[src/rtl/histogram_pkg.sv]
// Shared definitions for the pair-histogram link (compressor and decompressor).
package histogram_pkg;

    localparam int unsigned NUM_BINS  = 4;
    localparam int unsigned BIN_IDX_W = 2;

    localparam logic [1:0] BIN_00 = 2'b00;
    localparam logic [1:0] BIN_01 = 2'b01;
    localparam logic [1:0] BIN_10 = 2'b10;
    localparam logic [1:0] BIN_11 = 2'b11;

    typedef enum logic [1:0] {
        StIdle = 2'd0,
        StEmit = 2'd1,
        StDone = 2'd2
    } hist_state_e;

    // Pair code {a,b} carried by a bin index.
    function automatic logic [1:0] bin_code(input logic [BIN_IDX_W-1:0] idx);
        logic [1:0] code;
        code = BIN_00;
        unique case (idx)
            2'd0: code = BIN_00;
            2'd1: code = BIN_01;
            2'd2: code = BIN_10;
            2'd3: code = BIN_11;
            default: code = BIN_00;
        endcase
        return code;
    endfunction

endpackage

[src/rtl/histdec_bin_select.sv]
// Combinational bin picker: returns the next bin with a nonzero remaining count.
// Grouped priority by default; round-robin after ptr when HISTDEC_INTERLEAVE_EN is defined.
module histdec_bin_select
    import histogram_pkg::*;
#(
    parameter int unsigned COUNTER_WIDTH = 8
) (
    input  logic [NUM_BINS-1:0][COUNTER_WIDTH-1:0] counts,
    input  logic [BIN_IDX_W-1:0]                   ptr,
    output logic [BIN_IDX_W-1:0]                   next_bin,
    output logic                                   any_left
);

    logic [NUM_BINS-1:0] nonzero;

    always_comb begin
        nonzero = '0;
        for (int i = 0; i < NUM_BINS; i++) begin
            nonzero[i] = |counts[i];
        end
    end

    assign any_left = |nonzero;

`ifdef HISTDEC_INTERLEAVE_EN
    logic                 found;
    logic [BIN_IDX_W-1:0] idx;

    // Search strictly after ptr, wrapping; ptr itself is the last candidate.
    always_comb begin
        next_bin = ptr;
        found    = 1'b0;
        idx      = '0;
        for (int k = 1; k <= NUM_BINS; k++) begin
            idx = ptr + BIN_IDX_W'(k);
            if (!found && nonzero[idx]) begin
                next_bin = idx;
                found    = 1'b1;
            end
        end
    end
`else
    logic unused_ptr;
    assign unused_ptr = ^ptr;

    always_comb begin
        next_bin = '0;
        for (int i = NUM_BINS - 1; i >= 0; i--) begin
            if (nonzero[i]) begin
                next_bin = BIN_IDX_W'(i);
            end
        end
    end
`endif

endmodule

[src/rtl/histogram_decompressor.sv]
// Regenerates a pair stream from a 4-bin histogram with a valid/ready output handshake.
// Emission order is grouped by default; HISTDEC_INTERLEAVE_EN selects round-robin order.
module histogram_decompressor
    import histogram_pkg::*;
#(
    parameter int unsigned STREAM_LENGTH = 128,
    parameter int unsigned COUNTER_WIDTH = $clog2(STREAM_LENGTH + 1)
) (
    input  logic                     clk,
    input  logic                     rst_n,
    input  logic                     load,
    input  logic [COUNTER_WIDTH-1:0] count_00,
    input  logic [COUNTER_WIDTH-1:0] count_01,
    input  logic [COUNTER_WIDTH-1:0] count_10,
    input  logic [COUNTER_WIDTH-1:0] count_11,
    output logic                     load_ready,
    output logic                     stream_a,
    output logic                     stream_b,
    output logic                     valid_out,
    input  logic                     ready_in,
    output logic                     decomp_done,
    output logic                     err_sum
);

    localparam logic [COUNTER_WIDTH+1:0] SumTarget = (COUNTER_WIDTH + 2)'(STREAM_LENGTH);
    localparam logic [COUNTER_WIDTH-1:0] LastIdx   = COUNTER_WIDTH'(STREAM_LENGTH - 1);

    hist_state_e state_q, state_d;

    logic [NUM_BINS-1:0][COUNTER_WIDTH-1:0] rem_q, rem_d, rem_dec, in_counts, sel_counts;
    logic [BIN_IDX_W-1:0]                   cur_q, cur_d, sel_ptr, sel_bin;
    logic [COUNTER_WIDTH-1:0]               cnt_q, cnt_d;
    logic                                   err_q, err_d;
    logic [COUNTER_WIDTH+1:0]               sum;
    logic                                   sel_any;

    assign in_counts = {count_11, count_10, count_01, count_00};
    assign sum = {2'b00, count_00} + {2'b00, count_01} + {2'b00, count_10} + {2'b00, count_11};

    always_comb begin
        rem_dec         = rem_q;
        rem_dec[cur_q]  = rem_q[cur_q] - COUNTER_WIDTH'(1);
    end

    // In IDLE the picker sees the offered counts with ptr at the last bin, so the search
    // starts at 00 and yields the lowest nonzero bin in both builds.
    assign sel_counts = (state_q == StIdle) ? in_counts : rem_dec;
    assign sel_ptr    = (state_q == StIdle) ? BIN_11 : cur_q;

    histdec_bin_select #(
        .COUNTER_WIDTH(COUNTER_WIDTH)
    ) u_bin_select (
        .counts  (sel_counts),
        .ptr     (sel_ptr),
        .next_bin(sel_bin),
        .any_left(sel_any)
    );

    logic unused_any;
    assign unused_any = sel_any;

    always_comb begin
        state_d = state_q;
        rem_d   = rem_q;
        cur_d   = cur_q;
        cnt_d   = cnt_q;
        err_d   = err_q;
        unique case (state_q)
            StIdle: begin
                if (load) begin
                    if (sum == SumTarget) begin
                        err_d   = 1'b0;
                        rem_d   = in_counts;
                        cur_d   = sel_bin;
                        cnt_d   = '0;
                        state_d = StEmit;
                    end else begin
                        err_d = 1'b1;
                    end
                end
            end
            StEmit: begin
                if (ready_in) begin
                    rem_d = rem_dec;
                    cnt_d = cnt_q + COUNTER_WIDTH'(1);
                    if (cnt_q == LastIdx) begin
                        state_d = StDone;
                    end else begin
                        cur_d = sel_bin;
                    end
                end
            end
            StDone: begin
                state_d = StIdle;
            end
            default: begin
                state_d = StIdle;
            end
        endcase
    end

    always_ff @(posedge clk or negedge rst_n) begin
        if (!rst_n) begin
            state_q <= StIdle;
            rem_q   <= '0;
            cur_q   <= '0;
            cnt_q   <= '0;
            err_q   <= 1'b0;
        end else begin
            state_q <= state_d;
            rem_q   <= rem_d;
            cur_q   <= cur_d;
            cnt_q   <= cnt_d;
            err_q   <= err_d;
        end
    end

    logic [1:0] code;
    assign code        = bin_code(cur_q);
    assign valid_out   = (state_q == StEmit);
    assign stream_a    = valid_out & code[1];
    assign stream_b    = valid_out & code[0];
    assign load_ready  = (state_q == StIdle);
    assign decomp_done = (state_q == StDone);
    assign err_sum     = err_q;

endmodule

[config.mk]
export PLATFORM = sky130hd
export DESIGN_NAME = histogram_decompressor
export DESIGN_NICKNAME = d
export VERILOG_FILES = /design/src/rtl/histogram_pkg.sv /design/src/rtl/histdec_bin_select.sv /design/src/rtl/histogram_decompressor.sv
export SDC_FILE = /design/constraint.sdc
export NUM_CORES = 1
export LEC_CHECK = 0
export BUFFER_PORTS_ARGS = -buffer_cell sky130_fd_sc_hd__clkbuf_2
export CORE_ASPECT_RATIO = 1.75
export CORE_MARGIN = 2
export CORE_UTILIZATION = 25
export DETAILED_ROUTE_END_ITERATION = 10
export GPL_ROUTABILITY_DRIVEN = 0
export HOLD_SLACK_MARGIN = 0.03
export PLACE_DENSITY = 0.4
export SYNTH_ARGS = -nofsm -noshare
export SYNTH_HDL_FRONTEND = slang
export SYNTH_HIERARCHICAL = 1
export SYNTH_SLANG_ARGS = --single-unit
[constraint.sdc]
create_clock -name clk -period 8.3 [get_ports clk]
set_input_delay 0 -clock clk [delete_from_list [all_inputs] [get_ports clk]]
set_output_delay 0 -clock clk [all_outputs]
set_load 0.05 [all_outputs]
==> results of run 1 <==
-- worst max path at each step --
stage | from | end | slack [ns] | depth (start not counted)
after floorplan | count_00[1] | cur_q[0] | 4.94 | 12
after global placement | count_00[1] | rem_q[6] | 3.90 | 12
after detailed placement | count_00[1] | cnt_q[1] | 3.84 | 12
after CTS | count_00[7] | rem_q[6] | 4.13 | 11
after global routing | count_00[7] | rem_q[7] | 3.91 | 11
final | cur_q[0] | cur_q[0] | 4.20 | 11
-- layout make-up --
class | count | area share
Multi-Input combinational cell | 376 | 0.581
Timing Repair Buffer | 50 | 0.0622
Sequential cell | 45 | 0.250
Clock inverter | 3 | 0.0106
Tap cell | 186 | 0.0517
Inverter | 20 | 0.0167
Clock buffer | 5 | 0.0278
-- state kept, by name, summed over array words and instances, names as in the netlist --
signal / count
rem_q: 32
cnt_q: 8
cur_q: 2
state_q: 2
err_sum: 1
-- power by group through the flow --
stage / clock network (mW) / logic, mW / registers (mW)
6_report: 0.252 / 0.566 / 0.338
5_1_grt: 0.262 / 0.625 / 0.343
4_1_cts: 0.257 / 0.568 / 0.336
3_5_place_dp: 0 / 0.563 / 0.340
3_3_place_gp: 0 / 0.559 / 0.340
2_1_floorplan: 0 / 0.405 / 0.316
-- per-layer routing --
| layer | track usage | wire length (um) | part of all wire |
|---|---|---|---|
| met2 | 0.335 | 8040 | 0.53 |
| met4 | 0.0911 | 744 | 0.049 |
| met3 | 0.0222 | 662 | 0.043 |
| met5 | 0 | 0 | 0 |
| met1 | 0.206 | 5800 | 0.38 |
-- through the flow --
step | utilization | hold WS (ns) | total power, mW | setup WS, ns
floorplan | - | -0.296 | 0.722 | 4.94
global placement | 0.280 | 0.163 | 0.899 | 3.90
detailed placement | 0.280 | 0.166 | 0.903 | 3.84
CTS | 0.293 | 0.0316 | 1.16 | 4.13
global route | 0.293 | 0.0344 | 1.23 | 3.91
finish | 0.293 | 0.0314 | 1.16 | 4.20
-- repair_timing --
action | 4_1_cts | 5_1_grt
endpoints found under the hold margin | 47 | 0
gates resized for setup | 0 | 0
hold buffers | 3 | 0
==> results_dict.tcl, run 1 <==
set metrics [dict create \
    hp-class "primary input to flip-flop" \
    critPathRequiredTime_ns 8.55 \
    cts-root-buf "clkbuf_16" \
    post-route-period-util 0.494 \
    internal_power_mw 0.638 \
    grt_pass1_wl_um 23100 \
    clkSinkCount 45 \
    dieWidth_um 98.9 \
    cp_slowest_stage_delay_ns 0.72 \
    pwr-share-clk 0.218 \
    final_area_sq_um 4510 \
    grt_antenna_before_repair 0 \
    rows 60 \
    path_buf_inv 1 \
    path_cells "buf_4 -> mux4_1 -> or4_4 -> nor4b_4 -> nand2_1 -> xor2_1 -> o21ai_1 -> nor4_1 -> o211ai_1 -> a31oi_1 -> mux2_2" \
    critPathCaptureType "flip-flop" \
    core_sq_um 15400 \
    die_y_um 170 \
    critPathSlowestCell "mux4_1" \
    maxSlewHeadroom 0.199 \
    worst-path-max-fanout 19 \
    first_pass_iters 5 \
    final_common_cell "nand2_1" \
    swShare 0.448 \
    clock_skew_ns 0.00910 \
    clockBufferDepth 2 \
    syn2layout_area_growth_pct 14.4 \
    ir_drop_uv 84.1 \
    final-setup-viol-count 0 \
    rsz0062_at_grt "false" \
    wirelength_um 15200 \
    layout-drive-gt1-share 0.162 \
    critPathLaunchType "flip-flop" \
    postCtsSetupBuffers 0 \
    n_antenna_cell 0 \
    clkTransAtPathRegs_ns 0.08 \
    dieArea_sq_um 16800 \
    vias 3741 \
    grtUsageTotal 0.183 \
    min_path_cells 2 \
    cts_buffers 5 \
    post_drt_wl_per_cell_um 22.3 \
    h-tree-depth 2 \
    grt.overflow.total 0 \
    reg2reg_to "cur_q[0]" \
    regToRegStartpoint "cur_q[0]" \
    cp_data_arrival_time_ns 4.34 \
    synth_cells 470 \
    hold_viol 0 \
    yosysWarningCount 6 \
    cts_tree "done" \
    vias_per_cell 5.46 \
    p_switching_mw 0.517 \
    drtIter0Drc 227 \
    power_density_nw_per_um2 257 \
    power_frac_seq 0.292 \
    final.min_clock_period_ns 4.10 \
    dp_cells 674 \
    clk_latency_ns 0.30 \
    syn-num-nets 533 \
    outcome "completed" \
    final_cell_mix "nand2_1, nor2_1, dfrtp_1" \
    worstHoldStart "count_11[7]" \
    register_area_sq_um 1130 \
    ioPinCount 42 \
    worst_slew_pin_slew_ns 1.20 \
    setup_tns_ns 0 \
    stdcell_count 685 \
    combPwrFrac 0.489 \
    cap_violations 0 \
    place_area_sq_um 4300 \
    syn-cell-area_sq_um 3940 \
    drv_slew 0 \
    syn_area_per_cell_sq_um 8.38 \
    nets 561 \
    p_leak_nw 1.93 \
    grt_max_degree 46 \
    drtAntennaViolNets 0 \
    fillers 1639 \
    port_buffers 41 \
    route.detailed.drc 0 \
    dp.final_hpwl_um 11400 \
    critical-path-top-delay-family "simple AND/OR/NAND/NOR gates" \
    worstRegToRegCells 11 \
    fmax_mhz 244 \
    grt_pass1_vias 3824 \
    critical_path_class "flip-flop to flip-flop" \
    r2r_slack_ns 4.20 \
    multi_input_area_sq_um 2620 \
    whs_endpoint "rem_q[31]" \
    initial_core_util 0.256 \
]
Note: power is estimated with default switching activity, not from simulation.
==> run 2: changes to the inputs <==
- PLACE_DENSITY: 0.4 -> 0.41
- clock period: 8.3 -> 3.7 ns (I/O delays scaled with it)
==> run 2 against run 1 <==
  * Critical path depth is 1 lower
  * Flip-flop and latch count unchanged
  * Worst hold slack better by 0.0021 ns
  * Clock power up 140%
  * Design area is 6.3% higher
  * Routed wire length is 0.70% higher
  * Die area is the same
  * Combinational power grew 140%
  * Critical path type unchanged
  * Largest cell class unchanged
  * Largest power group unchanged
==> results_dict.tcl, run 2 (synthesized netlist as in run 1, its figures left out) <==
set metrics [dict create \
    outcome "completed" \
    grt_max_degree 46 \
    grtUsageTotal 0.183 \
    worstHoldStart "count_10[1]" \
    nets 592 \
    grt.overflow.total 0 \
    die_y_um 170 \
    port_buffers 41 \
    critPathRequiredTime_ns 3.88 \
    clkTransAtPathRegs_ns 0.07 \
    syn2layout_area_growth_pct 21.6 \
    grt_pass1_wl_um 23000 \
    clkSinkCount 45 \
    final-setup-viol-count 0 \
    power_density_nw_per_um2 566 \
    reg_top3 "rem_q: 32 flops, cnt_q: 8 flops" \
    wirelength_um 15400 \
    setup_slack_ns 0.132 \
    p_leak_nw 2.10 \
    vias_per_cell 5.29 \
    dp_cells 703 \
    cap_violations 0 \
    critical_path_class "flip-flop to flip-flop" \
    rows 60 \
    dp.final_hpwl_um 12000 \
    grt_antenna_before_repair 0 \
    drtIter0Drc 216 \
    drtAntennaViolNets 0 \
    h-tree-depth 2 \
    n_antenna_cell 0 \
    stdcell_count 716 \
    maxSlewHeadroom 0.514 \
    final_cell_mix "nand2_1, nor2_1, dfrtp_1" \
    regToRegStartpoint "cur_q[0]" \
    final.min_clock_period_ns 3.57 \
    hold_viol 0 \
    post_drt_wl_per_cell_um 21.4 \
    drv_slew 0 \
    first_pass_iters 4 \
    dieArea_sq_um 16800 \
    route.detailed.drc 0 \
    top_register "rem_q" \
    core_sq_um 15400 \
    cts_tree "done" \
    timing.critical_path.from "cur_q[0]" \
    fmax_mhz 280 \
    dieWidth_um 98.9 \
    setup_tns_ns 0 \
    post-route-period-util 0.964 \
    post-route-util 0.311 \
    rsz0062_at_grt "false" \
    cts-root-buf "clkbuf_16" \
    final_common_cell "nand2_1" \
    worst-path-max-fanout 4 \
    ir_drop_uv 173 \
    vias 3786 \
    initial_core_util 0.256 \
    clock_skew_ns 0.00709 \
    total_power_mw 2.71 \
    critPathLaunchType "flip-flop" \
    worst_slew_pin_slew_ns 0.722 \
    critPathCaptureType "flip-flop" \
    cts_buffers 5 \
    cp_data_arrival_time_ns 3.75 \
    ioPinCount 42 \
    clockBufferDepth 2 \
    clk_latency_ns 0.30 \
    layout-drive-gt1-share 0.217 \
    grt_pass1_vias 3816 \
    hp-class "primary input to flip-flop" \
    postCtsSetupBuffers 0 \
    pre_cts_ws_ns -0.0582 \
    largest_reg_flops 32 \
]
## run 2: cell count changes in the layout (fill, tap and decap cells not counted), sizes merged
cell	previous run	this run
buf	6	35
dlygate4sd3	3	5
inv	22	20
bufinv	1	2
clkinv	0	1
## run 2: final timing paths
check / cells after the start / end / slack [ns]
max: 10 / cur_q[0] / 0.13
min: 2 / rem_q[17] / 0.03
max reg2reg: 10 / cur_q[0] / 0.13
min reg2reg: 1 / cnt_q[0] / 0.53
max in group asynchronous: 3 / cur_q[0] / 2.87
min in group asynchronous: 3 / rem_q[14] / 0.35
## run 2: per-stage QoR
step	hold WS (ns)	instance area, sq um
CTS	0.0343	4790
global placement	0.169	4550
detailed placement	0.176	4550
finish	0.0334	4790
floorplan	-0.296	3940
global route	0.0359	4790
## run 2: report_power, final
group | total [mW] | switching, mW | internal, mW
clock | 0.603 | 0.216 | 0.387
combinational | 1.35 | 0.789 | 0.566
sequential | 0.753 | 0.133 | 0.620
## run 2: cell type report
cell class,count,area (sq um)
clock buffers,5,125
clock inverters,3,65.1
fillers,1650,10600
inverters,20,75.1
multi-input cells,376,2620
flip-flops and latches,45,1130
well taps,186,233
repair buffers,81,543
## run 2: critical path, cell delays in order, from the launching register on
cell and delay [ns]:
dfrtp_2 0.43, mux4_1 0.60, or4_4 0.54, nor4b_4 0.28, nand2_1 0.14, xor2_1 0.15
o21ai_0 0.16, or4_4 0.55, o211ai_1 0.20, a31oi_1 0.11, mux2_2 0.29
## run 2: repair_timing
action | CTS | global route
hold buffers | 5 | 0
gates resized for setup | 2 | 3
endpoints found under the hold margin | 49 | 0
endpoints found under the setup margin | 2 | 8
## run 2: metal layers
metal / vias up / GRT usage / wire length (um)
li1: 1793 / - / -
met1: 1837 / 0.199 / 5760
met2: 118 / 0.333 / 8000
met3: 38 / 0.0226 / 630
met4: 0 / 0.110 / 961
met5: - / 0 / 0
==> run 3: changes to the inputs <==
- BUFFER_PORTS_ARGS: -buffer_cell sky130_fd_sc_hd__clkbuf_2 -> default
- DONT_BUFFER_PORTS: default -> 1
- PLACE_DENSITY: 0.41 -> 0.39
==> run 3 against run 2 <==
  * Clock skew is 0.0028 ns higher
  * Critical path type unchanged
  * Largest cell class unchanged
  * Combinational power hardly changed
  * Via count is 1.1% lower
  * Highest routed layer unchanged
  * Critical path depth is 3 higher
  * Maximum frequency is 2.5% higher
==> results_dict.tcl, run 3 (synthesized netlist as in run 1, its figures left out) <==
set metrics [dict create \
    outcome "completed" \
    critPathSlowestCell "mux4_2" \
    clk_latency_ns 0.30 \
    dieArea_sq_um 16800 \
    clkTransAtPathRegs_ns 0.08 \
    wirelength_um 16100 \
    port_buffers 0 \
    nets 573 \
    grt_pass1_vias 3870 \
    worstRegToRegCells 13 \
    whs_endpoint "rem_q[5]" \
    hp-class "primary input to flip-flop" \
    pre_cts_ws_ns 0.0981 \
    post-route-util 0.315 \
    critPathLaunchType "flip-flop" \
    path_buf_inv 3 \
    dieWidth_um 98.9 \
    power_density_nw_per_um2 554 \
    critical-path-top-delay-family "simple AND/OR/NAND/NOR gates" \
    ioPinCount 42 \
    die_y_um 170 \
    post-route-period-util 0.940 \
    setup_slack_ns 0.221 \
    clockBufferDepth 2 \
    layout-drive-gt1-share 0.129 \
    cp_data_arrival_time_ns 3.67 \
    reg_top3 "rem_q: 32 flops, cnt_q: 8 flops" \
    drtIter0Drc 239 \
    worst_slew_pin_slew_ns 0.997 \
    cts-root-buf "clkbuf_16" \
    clock_skew_ns 0.00985 \
    core_sq_um 15400 \
    cts_tree "done" \
    min_path_cells 4 \
    place_area_sq_um 4300 \
    drv_slew 0 \
    critical_path_class "flip-flop to flip-flop" \
    syn2layout_area_growth_pct 23.0 \
    critPathCaptureType "flip-flop" \
    cp_slowest_stage_delay_ns 0.56 \
    p_leak_nw 2.03 \
    vias_per_cell 5.37 \
    post_drt_wl_per_cell_um 23.2 \
    initial_core_util 0.256 \
    h-tree-depth 2 \
    final_cell_mix "nand2_1, nor2_1, dfrtp_1" \
    regToRegStartpoint "cur_q[0]" \
    n_antenna_cell 0 \
    setup_tns_ns 0 \
    ir_drop_uv 203 \
    r2r_slack_ns 0.22 \
    path_cells "buf_4 -> mux4_2 -> or4_4 -> nor4b_4 -> buf_4 -> nand2_1 -> xor2_1 -> o21ai_1 -> nor4_2 -> buf_4 -> o211ai_1 -> a31oi_1 -> mux2_2" \
    route.detailed.drc 0 \
    first_pass_iters 4 \
    dp.final_hpwl_um 12100 \
    grt_max_degree 46 \
    reg2reg_to "cur_q[0]" \
    hold_viol 0 \
    drtAntennaViolNets 0 \
    cts_buffers 5 \
    maxSlewHeadroom 0.334 \
    critPathRequiredTime_ns 3.89 \
    top_register "rem_q" \
    rsz0062_at_grt "false" \
    postCtsSetupBuffers 0 \
    final-setup-viol-count 0 \
    grt.overflow.total 0 \
    vias 3743 \
    final_common_cell "nand2_1" \
    final.min_clock_period_ns 3.48 \
    grtUsageTotal 0.193 \
    rows 60 \
    fmax_mhz 287 \
    grt_pass1_wl_um 24400 \
    largest_reg_flops 32 \
    worstHoldStart "ready_in" \
    final_area_sq_um 4840 \
    clkSinkCount 45 \
    cap_violations 0 \
    crit_top_cell "buf_4" \
    grt_antenna_before_repair 0 \
    worst-path-max-fanout 7 \
]
run 3: how the worst max path moves through the flow:
| stage | startpoint | end | slack, ns | cells past startpoint |
|---|---|---|---|---|
| final | cur_q[0] | cur_q[0] | 0.22 | 13 |
| after global routing | cur_q[0] | cur_q[0] | 0.06 | 10 |
| after CTS | count_10[6] | rem_q[20] | 0.04 | 12 |
| after detailed placement | count_00[1] | cur_q[1] | 0.1 | 11 |
| after global placement | count_00[1] | cur_q[0] | 0.12 | 11 |
| after floorplan | count_00[1] | cur_q[0] | 0.34 | 12 |
run 3: where the power goes:
| group | internal [mW] | total, mW | switching (mW) | leakage [nW] |
|---|---|---|---|---|
| Clock | 0.326 | 0.556 | 0.230 | 0.0859 |
| Sequential | 0.620 | 0.775 | 0.155 | 0.584 |
| Combinational | 0.582 | 1.35 | 0.772 | 1.36 |
| Total | 1.53 | 2.68 | 1.16 | 2.03 |
run 3: repair_timing:
action                     CTS  global route
resized for setup            0             3
setup endpoints to repair    0             9
hold endpoints to repair    77             0
hold buffers                34             0
run 3: tightest hold or removal path, stage by stage:
cell and delay (ns):
nand2_1 0.03, mux2i_1 0.12, a32oi_1 0.07, o21a_1 0.10
run 3: layout make-up:
| cell class | count | area [sq um] |
|---|---|---|
| multi-input cells | 376 | 2630 |
| clock inverters | 3 | 50.0 |
| well taps | 186 | 233 |
| flip-flops and latches | 45 | 1130 |
| clock buffers | 5 | 125 |
| repair buffers | 62 | 606 |
| inverters | 20 | 75.1 |
| fillers | 1633 | 10500 |
run 3: layer usage:
layer	vias up	wire, um	GRT usage
met4	0	512	0.0649
met1	1864	5950	0.201
li1	1759	-	-
met2	92	9230	0.389
met3	28	459	0.0209
met5	-	0	0
run 3: per-stage QoR:
step                      std cells  power, mW  hold WS [ns]
final                           697       2.68        0.0503
after CTS                       697       2.70        0.0431
after global routing            697       2.86        0.0929
after floorplan                 470       1.62        -0.296
after detailed placement        655       2.08        -0.292
after global placement          655       2.08        -0.292
